`config.mk`:
```
export PLATFORM = sky130hd
export DESIGN_NAME = ifu_prefetch
export DESIGN_NICKNAME = d
export VERILOG_FILES = /design/src/rtl/ifu_prefetch.sv
export SDC_FILE = /design/constraint.sdc
export NUM_CORES = 1
export LEC_CHECK = 0
export CAP_MARGIN = 40
export CORE_ASPECT_RATIO = 1.75
export CORE_UTILIZATION = 40
export DETAILED_ROUTE_END_ITERATION = 7
export PLACE_DENSITY_LB_ADDON = 0.05
export SLEW_MARGIN = 20
export SYNTH_ARGS = -nofsm -noshare
export SYNTH_HDL_FRONTEND = slang
export SYNTH_SLANG_ARGS = --single-unit
```
`constraint.sdc`:
```
create_clock -name clk -period 12.65 [get_ports clk]
set_clock_uncertainty 0.15 [all_clocks]
set_input_delay 1.265 -clock clk [delete_from_list [all_inputs] [get_ports clk]]
set_output_delay 1.265 -clock clk [all_outputs]
set_load 0.05 [all_outputs]
```
`src/rtl/ifu_prefetch.sv`:
```
`default_nettype none
// ============================================================================
// Module      : ifu_prefetch
// Description : Instruction fetch unit with credit-limited req/gnt/rvalid
//               memory interface and an in-order inst/pc prefetch queue.
// Revision    : 1.0 - initial release
// ============================================================================
module ifu_prefetch #(
  parameter int              XLEN     = 64,
  parameter int              DEPTH    = 4,
  parameter int              MAX_OUTS = 2,
  parameter logic [XLEN-1:0] RESET_PC = XLEN'(64'h8000_0000)
) (
  input  logic            clk,
  input  logic            rst,
  input  logic            redirect_i,
  input  logic [XLEN-1:0] redirect_pc_i,
  output logic            mem_req_o,
  output logic [XLEN-1:0] mem_addr_o,
  input  logic            mem_gnt_i,
  input  logic            mem_rvalid_i,
  input  logic [31:0]     mem_rdata_i,
  output logic            inst_valid_o,
  output logic [31:0]     inst_o,
  output logic [XLEN-1:0] pc_o,
  input  logic            inst_ready_i
);

  localparam int c_pw = $clog2(DEPTH);
  localparam int c_cw = c_pw + 1;
  localparam int c_ow = $clog2(MAX_OUTS) + 1;
  localparam int c_uw = c_cw + 1;

  logic [XLEN-1:0] r_fetch_pc;
  logic [XLEN-1:0] r_resp_pc;
  logic [c_ow-1:0] r_outs;
  logic [c_ow-1:0] r_discard;
  logic [c_cw-1:0] r_count;
  logic [c_pw-1:0] r_wr_ptr;
  logic [c_pw-1:0] r_rd_ptr;
  logic [31:0]     r_inst_q [DEPTH];
  logic [XLEN-1:0] r_pc_q   [DEPTH];

  logic [XLEN-1:0] w_redirect_pc;
  logic [c_ow-1:0] w_inflight;
  logic [c_uw-1:0] w_used;
  logic            w_req;
  logic            w_grant;
  logic            w_drop;
  logic            w_push;
  logic            w_pop;
  logic            w_valid;

  assign w_redirect_pc = {redirect_pc_i[XLEN-1:2], 2'b00};
  assign w_inflight    = r_outs - r_discard;
  // Queue credit counts live reads that will land, so a full queue can never be overrun.
  assign w_used        = {1'b0, r_count} + c_uw'(w_inflight);

  assign w_req   = rst && !redirect_i
                   && (r_outs < c_ow'(MAX_OUTS))
                   && (w_used < c_uw'(DEPTH));
  assign w_grant = w_req && mem_gnt_i;
  assign w_drop  = mem_rvalid_i && (r_discard != '0);
  assign w_push  = mem_rvalid_i && !w_drop && !redirect_i;
  assign w_valid = (r_count != '0);
  assign w_pop   = w_valid && inst_ready_i && !redirect_i;

  assign mem_req_o    = w_req;
  assign mem_addr_o   = r_fetch_pc;
  assign inst_valid_o = w_valid;
  assign inst_o       = w_valid ? r_inst_q[r_rd_ptr] : '0;
  assign pc_o         = w_valid ? r_pc_q[r_rd_ptr]   : '0;

  always_ff @(posedge clk or negedge rst) begin
    if (!rst) begin
      r_fetch_pc <= RESET_PC;
      r_resp_pc  <= RESET_PC;
      r_outs     <= '0;
      r_discard  <= '0;
      r_count    <= '0;
      r_wr_ptr   <= '0;
      r_rd_ptr   <= '0;
    end else begin
      r_outs <= r_outs + c_ow'(w_grant) - c_ow'(mem_rvalid_i);
      if (redirect_i) begin
        // Every read still outstanding after this edge belongs to the old stream.
        r_fetch_pc <= w_redirect_pc;
        r_resp_pc  <= w_redirect_pc;
        r_discard  <= r_outs - c_ow'(mem_rvalid_i);
        r_count    <= '0;
        r_wr_ptr   <= '0;
        r_rd_ptr   <= '0;
      end else begin
        if (w_grant) begin
          r_fetch_pc <= r_fetch_pc + XLEN'(4);
        end
        if (w_drop) begin
          r_discard <= r_discard - c_ow'(1);
        end
        if (w_push) begin
          r_resp_pc <= r_resp_pc + XLEN'(4);
          r_wr_ptr  <= r_wr_ptr + c_pw'(1);
        end
        if (w_pop) begin
          r_rd_ptr <= r_rd_ptr + c_pw'(1);
        end
        if (w_push && !w_pop) begin
          r_count <= r_count + c_cw'(1);
        end else if (w_pop && !w_push) begin
          r_count <= r_count - c_cw'(1);
        end
      end
    end
  end

  always_ff @(posedge clk) begin
    if (w_push) begin
      r_inst_q[r_wr_ptr] <= mem_rdata_i;
      r_pc_q[r_wr_ptr]   <= r_resp_pc;
    end
  end

  a_no_overflow : assert property (@(posedge clk) disable iff (!rst)
                                   !(w_push && (r_count == c_cw'(DEPTH))));
  a_no_stray_rvalid : assert property (@(posedge clk) disable iff (!rst)
                                       !(mem_rvalid_i && (r_outs == '0)));

endmodule
`default_nettype wire

```
==> qor_table.md <==
| Stage | Item | Value |
| --- | --- | --- |
| power | Net Sw Frac | 37.1% |
| route | Drt wl/cell | 24.8 µm |
| route | Iteration-0 DRC count of the detailed router | 858 |
| global routing | Global route overflow | 0 |
| final layout | Number of inserted diodes | 0 |
| power | Post-layout total power | 5600 µW |
| final layout | Finished Core Util | 49.8% |
| synth | Number of instances in the synthesized netlist | 1,575 |
| clock tree | Total of cells resized after clock tree synthesis | 0 |
| worst setup path | Startpoint of the most critical register-to-register path | r_outs[0]$_DFF_PN0_ |
| route | Drt total wl | 63,600 µm |
| power | Internal Dissipation | 3520 µW |
| worst hold path | Endpoint, Worst Hold | r_outs[0]$_DFF_PN0_ |
| route | Number of detailed-route iterations in the first pass | 5 |
| run | Count of max-cap constraint violations | 0 |
| final layout | Flip-flop and latch area | 14,700 µm² |
| worst setup path | Number of cell instances on the worst register-to-register path | 11 |
| timing | Setup repair after global routing missed its margin | no |
| worst setup path | WP data required | 11.23 ns |
| worst setup path | Category of the worst setup path launch point | register |
| timing | Final-layout setup total negative slack | 0 ns |
| timing | Share of the clock period used by the worst path after layout | 38.8% |
| worst hold path | Cells on Worst Hold Path | 1 |
| floorplan | Floorplan row count | 114 |
| worst setup path | Critical Path Max Stage Delay | 0.84 ns |
| worst setup path | Destination of the worst register-to-register timing path | mem_addr_o[56]$_DFFE_PN0P_ |
| synth | Count of distinct cell types in the synthesized netlist | 58 |
| final layout | Finished Layout Cells | 2,567 |
| route | Routed Antenna Nets | 0 |
| clock tree | Total clock sinks | 511 |
| floorplan | Standard cell core area | 55,500 µm² |
| placed design | DP Wirelength | 43,200 µm |
| placed design | Count of input and output buffers | 257 |
| global routing | Most used routing layer | met2 |
| final layout | Final Net Count | 1,946 |
| power | Static leakage | 0.00923 µW |
| clock tree | Clock tree from TritonCTS | yes |
| floorplan | Chip Width | 181 µm |
| synth | Ys flop type | edfxtp_1 |
| timing | F_max | 204 MHz |
| floorplan | Die height | 316 µm |
| timing | Slew @ Worst Pin | 0.771 ns |
| synth | Register area share after synthesis | 65.1% |
| synth | Post-synth EDFFs | 376 |
| clock tree | Clock root cell | clkbuf_16 |
| placed design | Post-placement cell count | 2,476 |
| global routing | First-pass GRT wire length | 95,400 µm |
| timing | Worst hold-check slack | 0.352 ns |
| power | Max IR drop VDD | 0.154 mV |
| route | Via count of the routed design | 14,459 |
| global routing | Met3 GRT Util | 4.56% |
| timing | Max Slew Vio Count | 0 |
| synth | FFs w/ async S/R, synth | 26.4% |
| clock tree | Clock transition at path regs | 0.06 ns |
| worst setup path | CP Data Arrival Time | 3.49 ns |
| floorplan | I/O pin total | 264 |
| global routing | Number of antenna violations at the first check in global routing | 2 |
| route | Vias per std cell | 5.63 |
| clock tree | TritonCTS Buffers | 48 |
| power | Logic pwr share | 36.7% |
| floorplan | Overall die area | 57,300 µm² |
| final layout | Layout Area Growth over Synthesis | 22.7% |
| power | Pwr Density | 203 nW/µm² |
| power | Clock network fraction of design power | 26.4% |
| clock tree | Clock latency on the worst-skew pair | 0.58 ns |
| route | Final routed DRC violation total | 0 |
| clock tree | Number of hold buffers added after cts | 0 |
| global routing | Vias in the first global route | 14,951 |
| worst setup path | Worst setup EP type | primary output |
| worst setup path | Worst path slowest cell | dfrtp_4 |
| floorplan | Initial Util | 40.6% |
| synth | Synth warnings | 0 |
| power | Sw Pwr | 2080 µW |
| timing | Number of failing setup endpoints in the final timing report | 0 |
| global routing | Pin count of the biggest net entering global routing | 68 |
| final layout | Proportion of layout cells with a drive suffix above 1 | 12.8% |
| worst setup path | Series of cell instances along the critical path | buf_4 -> buf_16 -> mux4_2 -> and2_1 -> clkdlybuf4s50_1 |
| final layout | Multi-input gate area in the final layout | 7420 µm² |
| timing | Max-Slew Margin vs Limit | 48.6% |
| final layout | Most common library cell in the layout ignoring fill and taps | edfxtp_1 |
| global routing | GR met1 Demand/Resource | 26.1% |
| worst hold path | Classification of the worst-slack hold path | register to register |
| timing | Shortest clock period the worst path allows after layout | 4.91 ns |
| status | Run status | complete, no violations |
| worst setup path | Reg-to-reg setup timing slack | 8.65 ns |
| worst hold path | HP Start | r_outs[0]$_DFF_PN0_ |
| placed design | Final estimated routing congestion in global placement | 0.858 |
| timing | Count of final hold-check violations | 0 |
| final layout | Number of filler cells placed in the layout | 4,876 |
| global routing | Total track usage | 22.4% |
| clock tree | Clock Path Buffers | 3 |
| synth | Cell Area, Synth | 22,500 µm² |
| power | Sequential Power Share | 36.9% |
| final layout | Commonest cells after routing, fill and taps aside | 376 x edfxtp_1, 255 x clkdlybuf4s50_1, 131 x dfrtp_1, 120 x nand2_1, 105 x and2_1 |
| worst setup path | Highest net fanout along the worst path | 43 |
| synth | Total of flip-flops plus latches after synthesis | 511 |
| global routing | Met2 Track Usage GR | 40.8% |
| synth | Mean instance size in the synthesized netlist | 14.3 µm² |
| worst setup path | Path type of the worst setup path | register to primary output |
| clock tree | Deepest level of the CTS H-tree | 2 |
| clock tree | Number of post-CTS setup repair buffers | 0 |
sequential cells by signal, summed over array words and instances, names as in the netlist:
| register | count |
|---|---|
| r_outs | 2 |
| r_pc_q | 248 |
| r_inst_q | 128 |
| r_discard | 2 |
| r_wr_ptr | 2 |
| r_rd_ptr | 2 |
| r_resp_pc | 62 |
| r_count | 3 |
| mem_addr_o | 62 |
power by group through the flow:
stage	combinational (µW)	sequential (µW)	clock [µW]
detailed placement	2080	2110	0
finish	2050	2070	1480
floorplan	1320	2120	0
global route	2170	2090	1570
global placement	2040	2100	0
CTS	2080	2070	1520
routing by layer:
layer,up-vias,wire (µm)
met5,-,27
met4,4,1850
met3,92,3490
met2,386,33600
met1,7378,24700
li1,6599,-
cell usage after synthesis, types with 17 or more instances:
library cell / count / area [µm²]
nor3_1: 22 / 110
edfxtp_1: 376 / 11300
or4_1: 25 / 188
nor4_1: 36 / 225
o21ai_0: 59 / 295
nor2_1: 51 / 191
or3_1: 26 / 163
clkbuf_1: 68 / 255
o311ai_0: 17 / 149
nand2_1: 120 / 450
nand4_1: 50 / 313
nand3_1: 89 / 445
mux4_2: 94 / 2120
inv_1: 35 / 131
o211ai_1: 26 / 195
a21oi_1: 17 / 85.1
xnor2_1: 48 / 420
mux2_2: 19 / 214
dfrtp_1: 133 / 3330
and2_1: 109 / 682
logic make-up after synthesis:
kind of cell / share of synthesized area (%)
adders and majority gates: 0.755
other: 0.0166
and+or+nand+nor: 13.9
xor gates and xnor gates: 2.45
muxes: 10.9
AOI/OAI and AO/OA: 4.75
DFF: 65.1
buffers and inverters: 2.09
cell type report:
type	count	share of cell area (%)
flip-flops and latches	511	53.1
multi-input cells	946	26.9
repair buffers	288	10.7
clock buffers	57	4.65
well taps	696	3.15
clock inverters	33	1.05
inverters	36	0.489
worst max-delay path: cells and delay by family (launching register included):
| family | cells | cell delay (ns) |
|---|---|---|
| buffers and inverters | 3 | 1.38 |
| DFF | 1 | 0.84 |
| muxes | 1 | 0.42 |
| and+or+nand+nor | 1 | 0.19 |
how the worst max path moves through the flow:
stage                                  startpoint  slack [ns]  cells after the start                   endpoint
after floorplan                        redirect_i        7.80                      5   r_inst_q[0][0]$_DFFE_PP_
after global placement               mem_rvalid_i        7.63                      5     r_pc_q[0][5]$_DFFE_PP_
after detailed placement             mem_rvalid_i        8.02                      6  r_resp_pc[50]$_DFFE_PN0N_
after CTS                 r_rd_ptr[0]$_DFFE_PN0P_        7.46                      4                   pc_o[25]
after global routing      r_rd_ptr[0]$_DFFE_PN0P_        7.56                      5                   pc_o[35]
final                     r_rd_ptr[1]$_DFFE_PN0P_        7.74                      5                   pc_o[25]
through the flow:
stage / area [µm²] / worst slack (ns)
after global routing: 27600 / 7.56
after floorplan: 22500 / 7.80
final: 27600 / 7.74
after global placement: 25800 / 7.63
after detailed placement: 26000 / 8.02
after CTS: 27600 / 7.46
Note: power is estimated with default switching activity, not from simulation.
